--- src/rtl/prog_rom.sv ---
`default_nettype none
// +----------------------------------------------------------------------------+
// | prog_rom : byte-wide program store with lane-serial word fetch, streaming  |
// |            byte loader and a freezable change-detecting monitor bank.      |
// | Revision : 1.0                                                             |
// +----------------------------------------------------------------------------+
module prog_rom #(
  parameter int ADDR_W      = 8,
  parameter int FETCH_BYTES = 4,
  parameter int MON_CH      = 16
) (
  input  logic                     clk,
  input  logic                     rst,
  input  logic                     fetch_req,
  input  logic [ADDR_W-1:0]        fetch_addr,
  output logic                     fetch_busy,
  output logic                     fetch_valid,
  output logic [8*FETCH_BYTES-1:0] opcode,
  input  logic                     load_start,
  input  logic [ADDR_W-1:0]        load_addr,
  input  logic                     load_valid,
  input  logic [7:0]               load_data,
  output logic                     load_ready,
  input  logic [8*MON_CH-1:0]      mon_in,
  input  logic                     mon_freeze,
  input  logic                     mon_clr,
  output logic [8*MON_CH-1:0]      mon_out,
  output logic [MON_CH-1:0]        mon_changed
);

  localparam int DEPTH  = 1 << ADDR_W;
  localparam int LANE_W = (FETCH_BYTES > 1) ? $clog2(FETCH_BYTES) : 1;
  localparam logic [LANE_W-1:0] C_LAST_LANE = LANE_W'(FETCH_BYTES - 1);

  typedef enum logic [0:0] {
    S_IDLE  = 1'b0,
    S_FETCH = 1'b1
  } state_t;

  state_t                   r_state;
  logic [ADDR_W-1:0]        r_base;
  logic [LANE_W-1:0]        r_lane;
  logic [8*FETCH_BYTES-1:0] r_opcode;
  logic                     r_fetch_busy;
  logic                     r_fetch_valid;
  logic [ADDR_W-1:0]        r_lptr;

  // Boot image lives in the array initializer so reset never touches it.
  logic [7:0] r_mem [DEPTH] = '{0: 8'h01, 1: 8'h02, 2: 8'h03, 3: 8'h04, default: 8'h00};

  logic              w_load_ready;
  logic              w_load_acc;
  logic [ADDR_W-1:0] w_waddr;
  logic [ADDR_W-1:0] w_raddr;
  logic [7:0]        w_rd_byte;

  // Writes happen only in IDLE and reads only in FETCH, so the port is never shared.
  assign w_load_ready = (r_state == S_IDLE) && !fetch_req;
  assign w_load_acc   = load_valid && w_load_ready;
  assign w_waddr      = load_start ? load_addr : r_lptr;
  assign w_raddr      = r_base + ADDR_W'(r_lane);
  assign w_rd_byte    = r_mem[w_raddr];

  assign load_ready  = w_load_ready;
  assign fetch_busy  = r_fetch_busy;
  assign fetch_valid = r_fetch_valid;
  assign opcode      = r_opcode;

  always_ff @(posedge clk) begin
    if (w_load_acc) begin
      r_mem[w_waddr] <= load_data;
    end
  end

  always_ff @(posedge clk or negedge rst) begin
    if (!rst) begin
      r_lptr <= '0;
    end else if (w_load_acc) begin
      r_lptr <= w_waddr + ADDR_W'(1);
    end else if (load_start) begin
      r_lptr <= load_addr;
    end
  end

  always_ff @(posedge clk or negedge rst) begin
    if (!rst) begin
      r_state       <= S_IDLE;
      r_base        <= '0;
      r_lane        <= '0;
      r_opcode      <= '0;
      r_fetch_busy  <= 1'b0;
      r_fetch_valid <= 1'b0;
    end else begin
      r_fetch_valid <= 1'b0;
      case (r_state)
        S_IDLE: begin
          if (fetch_req) begin
            r_base       <= fetch_addr;
            r_lane       <= '0;
            r_state      <= S_FETCH;
            r_fetch_busy <= 1'b1;
          end
        end
        S_FETCH: begin
          r_opcode[8*r_lane +: 8] <= w_rd_byte;
          if (r_lane == C_LAST_LANE) begin
            r_state       <= S_IDLE;
            r_fetch_busy  <= 1'b0;
            r_fetch_valid <= 1'b1;
          end else begin
            r_lane <= r_lane + LANE_W'(1);
          end
        end
        default: begin
          r_state      <= S_IDLE;
          r_fetch_busy <= 1'b0;
        end
      endcase
    end
  end

  for (genvar k = 0; k < MON_CH; k++) begin : g_mon
    logic [7:0] w_in;
    logic       w_set;
    logic [7:0] r_val;
    logic       r_chg;

    assign w_in  = mon_in[8*k +: 8];
    assign w_set = !mon_freeze && (w_in != r_val);

    // A fresh change outranks a simultaneous clear.
    always_ff @(posedge clk or negedge rst) begin
      if (!rst) begin
        r_val <= '0;
        r_chg <= 1'b0;
      end else begin
        if (!mon_freeze) begin
          r_val <= w_in;
        end
        if (w_set) begin
          r_chg <= 1'b1;
        end else if (mon_clr) begin
          r_chg <= 1'b0;
        end
      end
    end

    assign mon_out[8*k +: 8] = r_val;
    assign mon_changed[k]    = r_chg;
  end

endmodule
`default_nettype wire

--- config.mk ---
export PLATFORM = sky130hd
export DESIGN_NAME = prog_rom
export DESIGN_NICKNAME = d
export VERILOG_FILES = /design/src/rtl/prog_rom.sv
export SDC_FILE = /design/constraint.sdc
export NUM_CORES = 2
export LEC_CHECK = 0
export BUFFER_PORTS_ARGS = -buffer_cell sky130_fd_sc_hd__buf_2
export CAP_MARGIN = 15
export CORE_ASPECT_RATIO = 0.9
export CORE_UTILIZATION = 60
export DETAILED_ROUTE_END_ITERATION = 12
export PLACE_DENSITY = 0.77
export SLEW_MARGIN = 25
export SYNTH_ARGS = -nofsm -noshare
export SYNTH_HDL_FRONTEND = slang
export SYNTH_SLANG_ARGS = --single-unit
export TNS_END_PERCENT = 20
--- constraint.sdc ---
create_clock -name clk -period 4.3 [get_ports clk]
set_input_delay 0.86 -clock clk [delete_from_list [all_inputs] [get_ports clk]]
set_output_delay 0.86 -clock clk [all_outputs]
set_load 0.01 [all_outputs]
# Word-level counts from Yosys, hierarchy flattened
# Memories as Yosys holds them, arrays and structs flattened.
# Cells that the tools add are included.
# classes
n_addsub,4
n_mul,0
n_div,0
order_cmp,0
eq_ne,20
shift,2
muxes,33
bitwise_logic,1
reduce_logical,39
# op_table
op,count
$ne A8 B8 Y1,16
$neg A5 Y34,1
$shift A8 B34 Y32 const A,1
$shiftx A8 B34 Y32,1
$bwmux W32,1
$reduce_bool A2 Y1,16
$mux W1,25
$logic_and A1 B1 Y1,18
$mux W8,2
$add A8 B1 Y8 const B,1
$add A8 B2 Y8,1
$reduce_and A2 Y1,3
$mux W2,2
$ne A2 B2 Y1 const B,2
$pmux W1 S2,2
$pmux W2 S2,1
$add A2 B1 Y2 const B,1
$eq A2 B2 Y1 const B,1
$logic_not A1 Y1,2
$ne A2 B1 Y1 const B,1
$not A1 Y1,1
# word_totals
ff_bits,197
latchBits,0
ram_bits,2048
rom_bits,0
inputBits,159
output_inout_bits,179
wordCells,139
mem_count,1
# mem_list
name,words,width,rd,rd_clocked_by_memory_dff,wr,line_no,text
r_mem,256,8,1,0,1,49,"logic [7:0] r_mem [DEPTH] = '{0: 8'h01, 1: 8'h02, 2: 8'h03, 3: 8'h04, default: 8'h00};"

# Logic depth before layout (Yosys ltp)
# logic_depth
depth_word,5
mapped_depth,16
depth_no_buf,11

# Least setup slack after synthesis
# Ideal clock, no wire load.
# synth_timing
path_type,register to register
from,register r_lane[0]
to,register r_opcode[11] (netlist: opcode[11])
setup_time_ps,134
arrival_time_ps,3468
required_time_ps,4166
slack_ps,698
path_stages_with_launch,15
n_path_buf,6
synth_period_minus_slack_ps,3602
path_cell_list,dfrtp_1 > ha_1 > inv_1 > fa_1 > buf_2 > buf_4 > buf_2 > buf_2 > buf_2 > buf_1 > mux4_2 > o21ai_0 > nand2_1 > a31oi_2 > o211ai_1
# synth_between
elab_chain_len,4
elab_cells_between_ends,6
classes_between,2 x add/sub; 2 x shift; 1 x mux; 1 x memory
# synth_lines
item,line_no,text
start: declaration,42,logic [LANE_W-1:0] r_lane;
start signal: assignment,111,r_lane <= r_lane + LANE_W'(1);
$add A8 B2 Y8,61,assign w_raddr = r_base + ADDR_W'(r_lane);
$mem_v2 Z256 W8,--,
$shiftx A8 B34 Y32,105,r_opcode[8*r_lane +: 8] <= w_rd_byte;
$bwmux W32 *,105,
end signal: indexed assignment,105,
end: declaration,43,logic [8*FETCH_BYTES-1:0] r_opcode;
# Every way passes the cells marked *; elsewhere a longest branch is shown, timed or not.
# A chain may end at the register's enable or synchronous reset.

# Final worst setup path
# layout_timing
from,register r_base[2]
to,register r_opcode[15] (netlist: opcode[15])
# layout_between
elab_chain_len,4
# layout_lines
item,line_no,text
start: declaration,41,logic [ADDR_W-1:0] r_base;
start signal: assignment,98,r_base <= fetch_addr;
$add A8 B2 Y8,61,
$mem_v2 Z256 W8,--,
$shiftx A8 B34 Y32,105,
$bwmux W32,105,
# No other way between the ends.

==> results.toml <==
[timing]
tightest_slew_ps = 1178
relSlewSlack = 0.2097
setup_viol_count_final = 8
timing.final.crit_share = 1.016
min_period_ps = 4368
rsz0062_at_grt = "true"
maxSlewViolCount = 0
finalHoldViolations = 0
fin_ws_ps = -67.61
skew_ps = 40.74
max_freq_ghz = 0.2290

[status]
violations = "setup timing"
status = "complete, but fails checks"

[synthesis]
ys_ff_latch = 2245
syn_inst = 4909
synth_top_flop_cell = "edfxtp_1"
ys_seq_area_frac = 0.7428
yosys.cell_types.count = 72
synth_area_leaders = "edfxtp_1 69%, mux4_2 8.7%, dfrtp_1 5.5%"
syn_area_per_cell_sq_um = 18.22
synth_edf_count = 2048
syn_area_sq_um = 89430
synthesis.nets = 5081
synth_top_area_share = 0.6876
yosysMostFrequentCell = "edfxtp_1"
synth_async_sr_flop_share = 0.08775
yosys_warnings = 0
yosys-top-cells-count = "2,048 x edfxtp_1, 448 x nand2_1, 346 x mux4_2"
synth_top_cell_by_area = "edfxtp_1"

[detailed_routing]
via_per_inst = 6.637
dr.pass1.iters = 8
wl_mm = 247.7
wl_per_cell_um = 31.51
vias = 52182
drcViolationCount = 0
postRouteAntennaNets = 0
drt-initial-drc-count = 8295

[setup_path]
cp-start-kind = "flop"
critPathArrivalTime_ps = 5080
worstSetupPathType = "reg2reg"
r2r_start = "r_base[2]$_DFFE_PN0P_"
cp_slowest_stage_delay_ps = 830
critPathRequiredTime_ps = 5020
worstSetupStartpoint = "r_base[2]$_DFFE_PN0P_"
worstSetupEndpointType = "flop"
crit_fanout = 9
cp_common_cell = "nor2_1"
crit_path_cell_trace = "nand3_1, nor4b_1, nor2_1, buf_4, nor2_1, nand2_1, and4_2, a41oi_4, o31ai_1"
reg2reg_depth = 9
critPathSlowestCell = "nor4b_1"

[grt]
grt_start_max_net_pins = 117
grt_pass1_wl_mm = 353.4
grt_pass1_vias = 50656
overflow = 0
grt_antenna_before_repair = 14
grt_use_total = 0.3279

[cells_and_area]
nets = 5880
fill_cells = 8884
utilization = 0.6996
drive_gt1_frac = 0.2883
syn_to_final_growth_pct = 15.81
finalNonFillerCells = 7862

[cts]
cts.clk_slew.worst_paths_ps = 60
clk_path_buf_depth = 3
cts_max_level = 4
tritoncts = "built"
clock-sinks = 2245
clockRootBuffer = "clkbuf_16"
clk-insertion-delay-late_ps = 850
cts_made_buffers = 207

[die]
core_area_sq_um = 148000
die_w_um = 409.0
io_pins = 338
fp.dieH_um = 368.3
initial_core_util = 0.6041
std_cell_rows = 134
die-area_sq_um = 150600

[job]
drv_cap = 0

[power_and_ir_drop]
clkPwrFrac = 0.215
p_leak_nw = 35.60
ir_drop_uv = 719.2
switching_power_mw = 31.79
comb_power_share = 0.484
powerDensity_nw_per_um2 = 788.7
p_int_mw = 49.89
switching_share = 0.3892
seqPwrFrac = 0.301

[placed_design]
port_buffers = 337
place_congestion = 0.9634
dp.cells = 7469
dp_hpwl_mm = 158.0

[worst_hold_path]
worstHoldPathType = "in2async"
kinds of logic (layout without fill, tap and decap cells):
family                     Yosys count  after routing  share of synthesized area
adders and majority gates           13             13                   0.001903
DFF                               2245           2245                     0.7428
xor gates and xnor gates           142            142                    0.01416
buffers and inverters              315           1286                    0.01936
and+or+nand+nor                   1035           1035                    0.04892
other                                0             10                          0
muxes                              764            764                     0.1396
AOI/OAI and AO/OA                  395            395                    0.03330
state kept, by name (all words and copies together) (netlist names), 2 cells and up:
signal,cells
r_mem,2048
g_mon.r_val,128
opcode,32
g_mon.r_chg,16
r_base,8
r_lptr,8
r_lane,2
final timing paths:
| check | end | slack [ps] |
|---|---|---|
| min | g_mon[4].r_val[2]$_DFFE_PN0N_ | 70 |
| min in group clk | r_base[2]$_DFFE_PN0P_ | 260 |
| max in group asynchronous | r_lptr[3]$_DFF_PN0_ | 3300 |
| min reg2reg | g_mon[2].r_chg$_DFFE_PN0P_ | 530 |
| max | opcode[15]$_DFFE_PN0P_ | -70 |
| max reg2reg | opcode[15]$_DFFE_PN0P_ | -70 |
cells in the final DEF (no fill, tap or decap), types with 10 or more instances in the layout:
cell / count
clkbuf_1: 49
clkinv_1: 54
xnor2_1: 136
inv_1: 22
ha_1: 11
buf_12: 55
o21ai_1: 13
clkbuf_16: 209
clkinv_2: 35
nand3_1: 138
edfxtp_1: 2048
a21oi_1: 27
a22oi_1: 36
clkbuf_8: 16
o2111ai_1: 10
buf_2: 327
diode_2: 10
nor3_1: 10
a31oi_1: 40
o31ai_1: 10
a221oi_1: 51
dfrtp_1: 197
and3_1: 14
o211ai_1: 27
mux4_1: 20
buf_4: 484
o22ai_1: 27
a32o_1: 10
a221o_1: 14
mux2i_1: 252
nor2_1: 324
or3_1: 14
mux2_2: 146
nand4_1: 45
a32oi_1: 45
mux4_2: 346
nand2_1: 448
o21ai_0: 31
metrics by stage:
step / hold WS [ps] / TNS (ps) / total power, mW / setup slack (ps) / cell area (sq um)
2_1_floorplan: 487.5 / 0 / 49.00 / 697.7 / 89430
3_3_place_gp: 476.7 / -984.0 / 62.54 / -114.1 / 96980
3_5_place_dp: 516.0 / -1625 / 63.00 / -197.5 / 96980
4_1_cts: 64.78 / 0 / 80.73 / 14.05 / 103400
5_1_grt: 111.3 / -84.41 / 83.95 / -26.92 / 103600
6_report: 71.48 / -413.3 / 81.69 / -67.61 / 103600
worst max-delay path, delay by kind of cell, from the launching register on:
family | cells | cell delay, ps
buffers and inverters | 1 | 310
flip-flops | 1 | 790
AND/OR/NAND/NOR | 6 | 2680
AO/OA/AOI/OAI | 2 | 460
layout make-up:
type | count | area (sq um) | share of cell area
clock inverter | 116 | 922.1 | 0.008903
antenna | 10 | 25.02 | 0.0002416
timing repair buffer | 882 | 6653 | 0.06423
inverter | 23 | 87.58 | 0.0008456
tap | 1972 | 2467 | 0.02382
multi-input combinational | 2349 | 21490 | 0.2075
clock buffer | 265 | 5493 | 0.05303
sequential | 2245 | 66430 | 0.6414
routing by layer:
metal  up-vias  track usage  part of all wire  routed length, um
li1      21124            -                 -                  -
met1     26431       0.4691              0.37              91250
met2      4007       0.4847              0.45             111900
met3       602      0.09794              0.14              35400
met4        18       0.1148             0.037               9102
met5         -            0           0.00052                128
repair_timing:
item                                    CTS  global route
pin swaps                                 1             1
setup buffers                             0             1
hold buffers                              0             0
gates cloned                              0             1
endpoints found under the setup margin   16            25
resized for setup                         8            17
power by group through the flow:
stage	clock network [mW]	logic, mW	registers (mW)
2_1_floorplan	0	24.1	24.9
3_3_place_gp	0	37.5	25.0
3_5_place_dp	0	38.0	25.0
4_1_cts	17.7	38.5	24.6
5_1_grt	18.5	40.9	24.6
6_report	17.6	39.5	24.6
No activity file was read; power rests on OpenSTA's default activity.
